[src/rtl/ctrl_prog_ctr_stack_if.sv]
// ctrl_prog_ctr_stack_if
//   Bundles the fetch-side program-counter signals of the 8-bit RISC/RNS core.
//   master: pipeline side (drives stall / r2 redirects, observes PC and RAS status)
//   slave : program counter block
//   Signals:
//     stall, branch_taken_reg, call_taken_reg, ret_taken_reg   redirect/hold controls
//     nxt_prog_ctr_r2, ret_addr_r2                             branch/call target, return addr
//     prog_ctr, set_invalidate_instruction                     fetch address, squash
//     stack_depth, stack_ovf, stack_unf                        RAS status
interface ctrl_prog_ctr_stack_if #(
   parameter int unsigned PROG_CTR_WID = 10,
   parameter int unsigned STACK_DEPTH  = 4
);
   localparam int unsigned DEPTH_WID = $clog2(STACK_DEPTH + 1);

   logic                    stall;
   logic                    branch_taken_reg;
   logic                    call_taken_reg;
   logic                    ret_taken_reg;
   logic [PROG_CTR_WID-1:0] nxt_prog_ctr_r2;
   logic [PROG_CTR_WID-1:0] ret_addr_r2;
   logic [PROG_CTR_WID-1:0] prog_ctr;
   logic                    set_invalidate_instruction;
   logic [DEPTH_WID-1:0]    stack_depth;
   logic                    stack_ovf;
   logic                    stack_unf;

   modport master (
      output stall, branch_taken_reg, call_taken_reg, ret_taken_reg,
      output nxt_prog_ctr_r2, ret_addr_r2,
      input  prog_ctr, set_invalidate_instruction, stack_depth, stack_ovf, stack_unf
   );

   modport slave (
      input  stall, branch_taken_reg, call_taken_reg, ret_taken_reg,
      input  nxt_prog_ctr_r2, ret_addr_r2,
      output prog_ctr, set_invalidate_instruction, stack_depth, stack_ovf, stack_unf
   );
endinterface

[src/rtl/ctrl_prog_ctr_stack.sv]
// ctrl_prog_ctr_stack
//   Program counter for the fetch stage with stall hold, r2-resolved branch/call/return
//   redirects, an internal circular return-address stack and a multi-cycle flush.
//   Ports:
//     clk    rising-edge clock
//     reset  asynchronous active-high reset
//     bus    ctrl_prog_ctr_stack_if.slave (controls in, PC / invalidate / RAS status out)
//   Next-PC priority: ret > call > branch > stall > increment.
module ctrl_prog_ctr_stack #(
   parameter int unsigned             PROG_CTR_WID = 10,
   parameter logic [PROG_CTR_WID-1:0] RESET_VEC    = PROG_CTR_WID'(1),
   parameter int unsigned             STACK_DEPTH  = 4,
   parameter int unsigned             FLUSH_CYCLES = 2
) (
   input logic                  clk,
   input logic                  reset,
   ctrl_prog_ctr_stack_if.slave bus
);
   localparam int unsigned DEPTH_WID = $clog2(STACK_DEPTH + 1);
   localparam int unsigned PTR_WID   = $clog2(STACK_DEPTH);
   localparam int unsigned CNT_WID   = $clog2(FLUSH_CYCLES + 1);

   localparam logic [PTR_WID-1:0]   PTR_MAX    = PTR_WID'(STACK_DEPTH - 1);
   localparam logic [DEPTH_WID-1:0] DEPTH_FULL = DEPTH_WID'(STACK_DEPTH);
   localparam logic [CNT_WID-1:0]   CNT_LOAD   = CNT_WID'(FLUSH_CYCLES);

   logic [PROG_CTR_WID-1:0] pc_q, pc_d;
   logic [DEPTH_WID-1:0]    depth_q, depth_d;
   logic [PTR_WID-1:0]      ptr_q, ptr_d, ptr_inc, ptr_dec;
   logic [CNT_WID-1:0]      cnt_q, cnt_d;
   logic                    inv_q;
   logic                    ovf_q, ovf_d;
   logic                    unf_q, unf_d;
   logic                    push;
   logic                    redirect;
   logic                    ras_empty, ras_full;

   logic [PROG_CTR_WID-1:0] ras_q [STACK_DEPTH];

   assign ras_empty = (depth_q == '0);
   assign ras_full  = (depth_q == DEPTH_FULL);
   // Explicit wrap so non-power-of-two depths stay circular.
   assign ptr_inc   = (ptr_q == PTR_MAX) ? '0 : ptr_q + PTR_WID'(1);
   assign ptr_dec   = (ptr_q == '0) ? PTR_MAX : ptr_q - PTR_WID'(1);
   assign redirect  = bus.ret_taken_reg | bus.call_taken_reg | bus.branch_taken_reg;

   always_comb begin
      pc_d    = pc_q;
      depth_d = depth_q;
      ptr_d   = ptr_q;
      ovf_d   = ovf_q;
      unf_d   = unf_q;
      push    = 1'b0;
      if (bus.ret_taken_reg) begin
         if (ras_empty) begin
            pc_d  = RESET_VEC;
            unf_d = 1'b1;
         end else begin
            pc_d    = ras_q[ptr_dec];
            ptr_d   = ptr_dec;
            depth_d = depth_q - DEPTH_WID'(1);
         end
      end else if (bus.call_taken_reg) begin
         pc_d  = bus.nxt_prog_ctr_r2;
         push  = 1'b1;
         ptr_d = ptr_inc;
         // When full, ptr_q already points at the oldest entry, so the push overwrites it.
         if (ras_full) begin
            ovf_d = 1'b1;
         end else begin
            depth_d = depth_q + DEPTH_WID'(1);
         end
      end else if (bus.branch_taken_reg) begin
         pc_d = bus.nxt_prog_ctr_r2;
      end else if (!bus.stall) begin
         pc_d = pc_q + PROG_CTR_WID'(1);
      end
   end

   always_comb begin
      cnt_d = cnt_q;
      if (redirect) begin
         cnt_d = CNT_LOAD;
      end else if (cnt_q != '0) begin
         cnt_d = cnt_q - CNT_WID'(1);
      end
   end

   always_ff @(posedge clk or posedge reset) begin
      if (reset) begin
         pc_q    <= RESET_VEC;
         depth_q <= '0;
         ptr_q   <= '0;
         cnt_q   <= '0;
         inv_q   <= 1'b0;
         ovf_q   <= 1'b0;
         unf_q   <= 1'b0;
      end else begin
         pc_q    <= pc_d;
         depth_q <= depth_d;
         ptr_q   <= ptr_d;
         cnt_q   <= cnt_d;
         // Flop the decode so the squash is high exactly while the reloaded counter is non-zero.
         inv_q   <= (cnt_d != '0);
         ovf_q   <= ovf_d;
         unf_q   <= unf_d;
      end
   end

   // RAS storage needs no reset; only entries below stack_depth are ever read.
   always_ff @(posedge clk) begin
      if (push) begin
         ras_q[ptr_q] <= bus.ret_addr_r2;
      end
   end

   assign bus.prog_ctr                   = pc_q;
   assign bus.set_invalidate_instruction = inv_q;
   assign bus.stack_depth                = depth_q;
   assign bus.stack_ovf                  = ovf_q;
   assign bus.stack_unf                  = unf_q;
endmodule

[src/flat_wrapper.sv]
// flat-port wrapper written by rule: the top's interface ports become plain ports
module ctrl_prog_ctr_stack_flat 
#(
   parameter int unsigned             PROG_CTR_WID = 10,
   parameter logic [PROG_CTR_WID-1:0] RESET_VEC    = PROG_CTR_WID'(1),
   parameter int unsigned             STACK_DEPTH  = 4,
   parameter int unsigned             FLUSH_CYCLES = 2
)
  (clk, reset, bus_stall, bus_branch_taken_reg, bus_call_taken_reg, bus_ret_taken_reg, bus_nxt_prog_ctr_r2, bus_ret_addr_r2, bus_prog_ctr, bus_set_invalidate_instruction, bus_stack_depth, bus_stack_ovf, bus_stack_unf);
  ctrl_prog_ctr_stack_if #(.PROG_CTR_WID(PROG_CTR_WID), .STACK_DEPTH(STACK_DEPTH)) bus_i ();
  input logic clk;
  input logic reset;
  input wire logic [$bits(bus_i.stall)-1:0] bus_stall;
  input wire logic [$bits(bus_i.branch_taken_reg)-1:0] bus_branch_taken_reg;
  input wire logic [$bits(bus_i.call_taken_reg)-1:0] bus_call_taken_reg;
  input wire logic [$bits(bus_i.ret_taken_reg)-1:0] bus_ret_taken_reg;
  input wire logic [$bits(bus_i.nxt_prog_ctr_r2)-1:0] bus_nxt_prog_ctr_r2;
  input wire logic [$bits(bus_i.ret_addr_r2)-1:0] bus_ret_addr_r2;
  output wire logic [$bits(bus_i.prog_ctr)-1:0] bus_prog_ctr;
  output wire logic [$bits(bus_i.set_invalidate_instruction)-1:0] bus_set_invalidate_instruction;
  output wire logic [$bits(bus_i.stack_depth)-1:0] bus_stack_depth;
  output wire logic [$bits(bus_i.stack_ovf)-1:0] bus_stack_ovf;
  output wire logic [$bits(bus_i.stack_unf)-1:0] bus_stack_unf;
  assign bus_i.stall = bus_stall;
  assign bus_i.branch_taken_reg = bus_branch_taken_reg;
  assign bus_i.call_taken_reg = bus_call_taken_reg;
  assign bus_i.ret_taken_reg = bus_ret_taken_reg;
  assign bus_i.nxt_prog_ctr_r2 = bus_nxt_prog_ctr_r2;
  assign bus_i.ret_addr_r2 = bus_ret_addr_r2;
  assign bus_prog_ctr = bus_i.prog_ctr;
  assign bus_set_invalidate_instruction = bus_i.set_invalidate_instruction;
  assign bus_stack_depth = bus_i.stack_depth;
  assign bus_stack_ovf = bus_i.stack_ovf;
  assign bus_stack_unf = bus_i.stack_unf;
  ctrl_prog_ctr_stack #(.PROG_CTR_WID(PROG_CTR_WID), .RESET_VEC(RESET_VEC), .STACK_DEPTH(STACK_DEPTH), .FLUSH_CYCLES(FLUSH_CYCLES)) u_core (.clk(clk), .reset(reset), .bus(bus_i));
endmodule
[config.mk]
export PLATFORM = sky130hd
export DESIGN_NAME = ctrl_prog_ctr_stack_flat
export DESIGN_NICKNAME = d
export VERILOG_FILES = /design/src/rtl/ctrl_prog_ctr_stack_if.sv /design/src/rtl/ctrl_prog_ctr_stack.sv /design/src/flat_wrapper.sv
export SDC_FILE = /design/constraint.sdc
export NUM_CORES = 1
export LEC_CHECK = 0
export CELL_PAD_IN_SITES_DETAIL_PLACEMENT = 0
export CELL_PAD_IN_SITES_GLOBAL_PLACEMENT = 1
export CORE_UTILIZATION = 49
export CTS_BUF_LIST = sky130_fd_sc_hd__clkbuf_4
export DETAILED_ROUTE_END_ITERATION = 16
export GPL_TIMING_DRIVEN = 0
export PLACE_DENSITY_LB_ADDON = 0.05
export SYNTH_ARGS = -nofsm -noshare
export SYNTH_HDL_FRONTEND = slang
export SYNTH_SLANG_ARGS = --single-unit
[constraint.sdc]
create_clock -name clk -period 4.2 [get_ports clk]
set_input_delay 0.84 -clock clk [delete_from_list [all_inputs] [get_ports clk]]
set_output_delay 0.84 -clock clk [all_outputs]
set_load 0.03 [all_outputs]
# --- Yosys cells after proc, flatten, opt, wreduce, memory -nomap -nowiden ---
# Memories as Yosys holds them, arrays and structs flattened.
# Index checks and enable logic that the tools add are counted.
op_classes:
  multipliers: 0
  reduce_logical: 9
  shifts: 0
  addsub: 6
  n_eq_ne: 5
  magnitude_cmp: 0
  div_mod_pow: 0
  n_bitwise: 3
  muxes: 20
ops:
  columns: ["op", "count"]
  rows:
  - ["$mux 10", 5]
  - ["$mux 2", 7]
  - ["$mux 3", 4]
  - ["$add 10x1->10 const B", 1]
  - ["$reduce_and 3->1", 2]
  - ["$reduce_bool 2->1", 3]
  - ["$mux 1", 4]
  - ["$ne 2x2->1 const B", 2]
  - ["$ne 4x1->1 const B", 1]
  - ["$reduce_and 2->1", 2]
  - ["$sub 2x1->2 const B", 2]
  - ["$add 3x1->3 const B", 1]
  - ["$eq 3x3->1 const B", 1]
  - ["$logic_not 3->1", 1]
  - ["$sub 3x1->3 const B", 1]
  - ["$add 2x1->2 const B", 1]
  - ["$eq 2x2->1 const B", 1]
  - ["$logic_not 2->1", 1]
  - ["$or 1x1->1", 2]
  - ["$not 1->1", 1]
totals:
  mem_bits_rw: 40
  word_cells: 51
  memories: 1
  regBits: 20
  inputBits: 26
  latch_bits: 0
  out_inout_bits: 16
  romBits: 0
memory_table:
  columns: ["memory", "depth", "word_bits", "rd", "rd_ports_with_merged_regs", "write_ports", "line_no", "rtl"]
  rows:
  - ["u_core.ras_q", 4, 10, 1, 0, 1, "ctrl_prog_ctr_stack.sv:38", "logic [PROG_CTR_WID-1:0] ras_q [STACK_DEPTH];"]

# --- Longest topological paths before layout ---
# Gate-level depths: netlist of run 1.
logic_depth:
  word_depth: 5
  depth_mapped: 7
  mapped_depth_nobuf: 6

# --- Worst setup path before layout of run 1 ---
# No wires, ideal clock.
synth_timing:
  path_kind: "input-to-reg"
  startpoint: "input bus_ret_taken_reg"
  endpoint: "register u_core.depth_q[2] (netlist: u_core.bus.stack_depth[2])"
  cell_stages: 7
  setup_slack_ns: 2.001
  path_buffers: 2
  t_required_ns: 4.062
  t_arrival_ns: 2.061
  setup_time_ns: 0.138
  cell_sequence: "buf_2 -> inv_2 -> clkbuf_1 -> fa_1 -> nand2b_1 -> o22ai_1 -> a21boi_1"
synth_between:
  elab_chain_cells: 2
  elab_cells_between_ends: 5
  classes_between: "2 x eq/ne; 1 x mux; 2 x reduce/logical"
synth_lines:
  columns: ["element", "line_no", "rtl"]
  rows:
  - ["start, declared", "flat_wrapper.sv:16", "input wire logic [$bits(bus_i.ret_taken_reg)-1:0] bus_ret_taken_reg;"]
  - ["$ne 2x2->1 (no source line) or $reduce_bool 2->1 (tied branches)", null, null]
  - ["$reduce_and 3->1 (no source line)", null, null]
  - ["end signal, assigned", "ctrl_prog_ctr_stack.sv:100", "depth_q <= depth_d;"]
  - ["end, declared", "ctrl_prog_ctr_stack.sv:28", "logic [DEPTH_WID-1:0] depth_q, depth_d;"]
# Several ways; a longest one is shown, not always the timed one.
# A chain may end at the register's enable or synchronous reset.

# --- Final worst setup path of run 1 ---
layout_timing:
  startpoint: "input bus_ret_taken_reg"
  endpoint: "memory u_core.ras_q[3][3] (enable)"
layout_between:
  elab_chain_cells: 3
layout_lines:
  columns: ["element", "line_no", "rtl"]
  rows:
  - ["$mux 1", "ctrl_prog_ctr_stack.sv:54", "if (bus.ret_taken_reg) begin"]
  - ["$mux 1", "ctrl_prog_ctr_stack.sv:112", "if (push) begin"]
  - ["$mux 1 (not written as such)", "ctrl_prog_ctr_stack.sv:113", "ras_q[ptr_q] <= bus.ret_addr_r2;"]
  - ["end, declared", "ctrl_prog_ctr_stack.sv:38", null]
# No other way between the ends.

==> reports/results.ini, run 1 <==
[timing]
clock_skew_ps=12.4
setup_viol=0
hold_viol=0
setup_tns_ps=0
fmax_ghz=0.389
slew_headroom=0.465
layout_min_cycle_time_ps=2570
rsz0062_at_grt=no
tightestPinTransition_ps=802
fin_crit_sh=0.613
final_max_slew_viol_count=0

[detailed_routing]
totalWireLength_um=5390
drtPass1Iterations=4
via_count=1801
viasPerCell=5.46
drt_iter0_drc=92
wire_per_inst_um=16.3
drc=0
ant_nets=0

[worst_setup_path]
cp.arrival_ps=2600
worstSetupPathType=primary input to register
cp.required_ps=4230
ff2ff_setup_slack_ps=2140
end_kind=register
critPathMaxFanout=10
start_kind=primary input

[clock_network]
clk_pin_slew_ps=110
clock_path_buffers=2
ctsHoldBuffers=0
cts_buffers=9
clock-root-buffer=clkbuf_4
insertion_delay_ps=390
post-cts-setup-buffers=0
cts_tree=built
post_cts_resized=0
cts_max_level=3
clock-sinks=60

[floorplanning]
die_w_um=76.9
dieArea_um2=5920
start_util=0.522
coreArea_um2=5270
rows=26
die_y_um=76.9
num_io_pins=42

[pwr]
clockPowerShare=0.209
intPower_w=0.00142
vdd_drop_max_mv=0.393
seq_power_share=0.396
p_per_area_nw_per_um2=650
p_total_w=0.00222
comb_power_share=0.395
p_leak_nw=1.20
switchingPower_w=0.000805
netSwitchingFraction=0.362

[yosys]
avgSynthCellArea_um2=13.6
synth_edf_count=40
synth.distinct_cells=47
synth-seq-cells=60
yosysWarnings=0
syn-instance-count=203
ys.flop_type=edfxtp_1
synth-seq-area-share=0.619
synthArstFlopShare=0.333
netlist_area_um2=2750
syn-num-nets=235

[layout]
fin_cells=330
layout_common_cells=clkdlybuf4s50_1, edfxtp_1, dfrtp_1
drive_gt1_frac=0.135
area_delta_synth_final_pct=24.1
final_common_cell=clkdlybuf4s50_1
layout.nets=287
diodes=0

[global_routing]
antenna_found_initial=0
grt_max_degree=21
grt_pass1_wl_um=9070
grt_overflow=0
first_global_vias=1793
grt_use_total=0.206

[run_status]
status=complete, no violations

[place]
dp.final_hpwl_um=3800
placed_cells=314
place_congestion=0.791
io_buffers=41

[hold_path]
hold_class=register to register

[job]
cap_viol_max_count=0

-- worst paths after layout --
check,from,end,cells past startpoint
worst max-delay path,bus_ret_taken_reg,u_core.ras_q[3][3]$_DFFE_PP_,5
worst min-delay path,u_core.bus.stack_unf$_DFFE_PP0P_,u_core.bus.stack_unf$_DFFE_PP0P_,1
worst max register to register,u_core.ptr_q[0]$_DFFE_PP0P_,u_core.bus.prog_ctr[4]$_DFFE_PP0P_,5
worst min register to register,u_core.bus.stack_unf$_DFFE_PP0P_,u_core.bus.stack_unf$_DFFE_PP0P_,1
max in group asynchronous,reset,u_core.bus.prog_ctr[1]$_DFFE_PP0P_,2
min in group asynchronous,reset,u_core.bus.stack_depth[0]$_DFFE_PP0P_,2
-- power by group through the flow --
stage          registers [W]  clock network, W  logic, W
2_1_floorplan        0.00100                 0  0.000479
3_3_place_gp        0.000883                 0  0.000873
3_5_place_dp        0.000892                 0  0.000887
4_1_cts             0.000879          0.000474  0.000889
5_1_grt             0.000901          0.000501  0.000962
6_report            0.000879          0.000464  0.000878
-- per-stage QoR --
| stage | instance area, µm² | hold slack, ps | worst slack, ps | util |
|---|---|---|---|---|
| 6_report | 3420 | 480 | 1630 | 0.648 |
| 5_1_grt | 3420 | 520 | 1500 | 0.648 |
| 4_1_cts | 3420 | 483 | 1610 | 0.648 |
| 3_5_place_dp | 3250 | 455 | 1200 | 0.617 |
| 3_3_place_gp | 3250 | 449 | 1180 | 0.617 |
| 2_1_floorplan | 2750 | 442 | 2000 | - |
-- final cells by class --
| type | count | area (µm²) |
|---|---|---|
| well taps | 70 | 87.6 |
| multi-input cells | 127 | 975 |
| clock buffers | 9 | 67.6 |
| clock inverters | 7 | 98.8 |
| inverters | 8 | 30.0 |
| repair buffers | 41 | 410 |
| flip-flops and latches | 60 | 1700 |
| fillers | 415 | 1850 |
| plain buffers | 8 | 43.8 |
-- per-layer routing --
layer  track usage  wire length (µm)  up-vias
met2         0.326              2600       43
met4        0.0885                23        0
met1         0.270              2540      875
met5             0                 0        -
met3        0.0512               222        2
li1              -                 -      881
-- synthesized netlist by cell type, types with 2 or more instances --
library cell	instances	area share
clkbuf_1	2	0.0027
buf_1	2	0.0027
nand4b_1	2	0.0064
or3_1	5	0.011
o21ai_0	13	0.024
inv_1	7	0.0096
xor2_1	2	0.0064
a31oi_1	6	0.014
nand2_1	14	0.019
a221oi_1	2	0.0064
nor3_1	2	0.0036
ha_1	5	0.023
nand3_1	4	0.0073
mux4_2	10	0.082
o211ai_1	3	0.0082
nand2b_1	3	0.0068
buf_2	2	0.0036
xnor2_1	2	0.0064
nor2b_1	3	0.0068
a21oi_1	7	0.013
o21ai_1	3	0.0055
nor2_1	15	0.020
edfxtp_1	40	0.44
dfrtp_1	19	0.17
a31o_1	5	0.016
a22o_1	2	0.0064
and2_1	3	0.0068
-- worst max-delay path: stages --
cell and delay, ps:
clkdlybuf4s50_1 430, buf_2 200, inv_2 120, clkbuf_1 420, and3_1 580
-- flip-flops by register name (all words and copies together) (netlist names) --
register and flops:
u_core.bus.stack_unf 1, u_core.bus.stack_ovf 1, u_core.bus.set_invalidate_instruction 1, u_core.cnt_q 2, u_core.ras_q 40, u_core.ptr_q 2, u_core.bus.prog_ctr 10, u_core.bus.stack_depth 3
-- kinds of logic (layout without fill, tap and decap cells) --
kind of cell    Yosys count  in the layout  synth area share
compound gates           48             48             0.112
xor+xnor                  4              4            0.0127
fa+ha+maj                 6              6            0.0300
buf+inv                  16             73            0.0268
flops                    60             60             0.619
mux                      10             10            0.0819
simple gates             59             59             0.118
Power figures use the tool's default switching activity.
==> run 2, diff against run 1 <==
--- a/config.mk
+++ b/config.mk
@@ -7,7 +7,7 @@
 export LEC_CHECK = 0
 export CELL_PAD_IN_SITES_DETAIL_PLACEMENT = 0
 export CELL_PAD_IN_SITES_GLOBAL_PLACEMENT = 1
-export CORE_UTILIZATION = 49
+export CORE_UTILIZATION = 41
 export CTS_BUF_LIST = sky130_fd_sc_hd__clkbuf_4
 export DETAILED_ROUTE_END_ITERATION = 16
 export GPL_TIMING_DRIVEN = 0
==> constraint.sdc (replaced) <==
create_clock -name clk -period 2.2 [get_ports clk]
set_input_delay 0.44 -clock clk [delete_from_list [all_inputs] [get_ports clk]]
set_output_delay 0.44 -clock clk [all_outputs]
set_load 0.03 [all_outputs]
==> run 2 against run 1 <==
The flow now finishes with violations (DRC). Cell count rose by 1.8%. Sequential share of layout area fell by 0.073 points. Routed wire length rose by 1.0%. Critical path depth fell by 4. Clock power rose by 85%. Critical path type is now register to output port. Largest power group unchanged.
==> reports/results.ini, run 2 (synthesized netlist as in run 1, its figures left out) <==
[floorplanning]
coreArea_um2=6420
dieArea_um2=7040
die_y_um=83.9
rows=29
start_util=0.428
die_w_um=83.9
num_io_pins=42

[layout]
design_area_um2=3420
fin_cells=336
regMostFlops=u_core.ras_q
layout_common_cells=clkdlybuf4s50_1, edfxtp_1, dfrtp_1
largest_register_ffs=40
diodes=0
multi_input_area_um2=980
layout.nets=286
fillCellCount=570
final-seq-area_um2=1700
area_delta_synth_final_pct=24.3
drive_gt1_frac=0.147
utilization=0.533

[worst_setup_path]
cp_cell_sequence=clkdlybuf4s50_1
end_kind=output port
cp_top_family=buffers and inverters
ff2ff_setup_slack_ps=140
worstSetupPathType=register to output port
max_stage_delay_ps=730
cp.required_ps=1760
critPathMaxFanout=7
critPathBufInv=1
r2r_cells=5
start_kind=register
reg2reg_to=u_core.bus.prog_ctr[3]$_DFFE_PP0P_
cp_slowest_cell=clkdlybuf4s50_1
r2r-start=u_core.ptr_q[0]$_DFFE_PP0P_
cp.arrival_ps=1630

[global_routing]
grt_use_total=0.175
grt_overflow=0
grt_max_degree=21
first_global_vias=1811
grt_pass1_wl_um=9220
antenna_found_initial=0

[detailed_routing]
viasPerCell=5.19
via_count=1743
totalWireLength_um=5440
drc=10
ant_nets=0
wire_per_inst_um=16.2
drt_iter0_drc=71
drtPass1Iterations=12

[run_status]
status=finished, violations left
violations=DRC

[place]
dp.final_hpwl_um=3810
io_buffers=41
place_congestion=0.693
placed_cells=321
placed_area_um2=3260

[clock_network]
clock_path_buffers=2
post-cts-setup-buffers=0
clock-root-buffer=clkbuf_4
clk_pin_slew_ps=100
cts_tree=built
cts_buffers=9
insertion_delay_ps=390
cts_max_level=3
clock-sinks=60

[timing]
rsz0062_at_grt=no
hold_slack_ps=475
slew_headroom=0.446
fmax_ghz=0.484
fin_crit_sh=0.940
final_max_slew_viol_count=0
setup_viol=0
clock_skew_ps=9.84
layout_min_cycle_time_ps=2070
tightestPinTransition_ps=830
setup_tns_ps=0
hold_viol=0

[pwr]
vdd_drop_max_mv=0.648
p_per_area_nw_per_um2=1230
p_leak_nw=1.22

[hold_path]
whs_path_depth=1
hold_class=register to register
worstHoldStart=u_core.bus.stack_unf$_DFFE_PP0P_
worstHoldEndpoint=u_core.bus.stack_unf$_DFFE_PP0P_

[job]
cap_viol_max_count=0

run 2: per-layer routing:
layer / share of wire / global-route usage / vias up
met1: 0.48 / 0.229 / 817
met2: 0.47 / 0.276 / 46
met5: 0 / 0 / -
met3: 0.045 / 0.0544 / 6
li1: - / - / 874
met4: 0.010 / 0.0611 / 0
run 2: metrics by stage:
step                worst slack (ps)  power [W]
floorplan                        380    0.00283
global placement                -468    0.00340
detailed placement              -464    0.00341
CTS                             7.18    0.00429
global route                    15.9    0.00450
finish                           132    0.00422
run 2: power by group:
group	switching, W	internal, W
sequential	0.000241	0.00144
combinational	0.000885	0.000798
clock	0.000402	0.000457
run 2: area by class of cell:
cell class                 instances  area share
multi-input combinational        127       0.286
timing repair buffer              41       0.121
inverter                           8     0.00878
tap                               77      0.0282
sequential                        60       0.498
buffer                             7      0.0117
clock inverter                     7      0.0267
clock buffer                       9      0.0198
run 2: worst max path at each step:
stage,slack [ps],endpoint,cells past startpoint,start
after global routing,20,u_core.bus.prog_ctr[5]$_DFFE_PP0P_,6,u_core.ptr_q[0]$_DFFE_PP0P_
final,130,bus_prog_ctr[2],1,u_core.bus.prog_ctr[2]$_DFFE_PP0P_
after floorplan,380,u_core.bus.prog_ctr[3]$_DFFE_PP0P_,6,u_core.ptr_q[0]$_DFFE_PP0P_
after CTS,7,u_core.bus.stack_depth[2]$_DFFE_PP0P_,8,bus_ret_taken_reg
after detailed placement,-460,u_core.ras_q[3][5]$_DFFE_PP_,5,bus_ret_taken_reg
after global placement,-470,u_core.ras_q[3][5]$_DFFE_PP_,5,bus_ret_taken_reg
run 2: repair_timing:
action,4_1_cts,5_1_grt
gates resized for setup,1,4
endpoints found under the setup margin,10,32
pin swaps,0,0
endpoints found under the hold margin,0,0
hold buffers,0,0
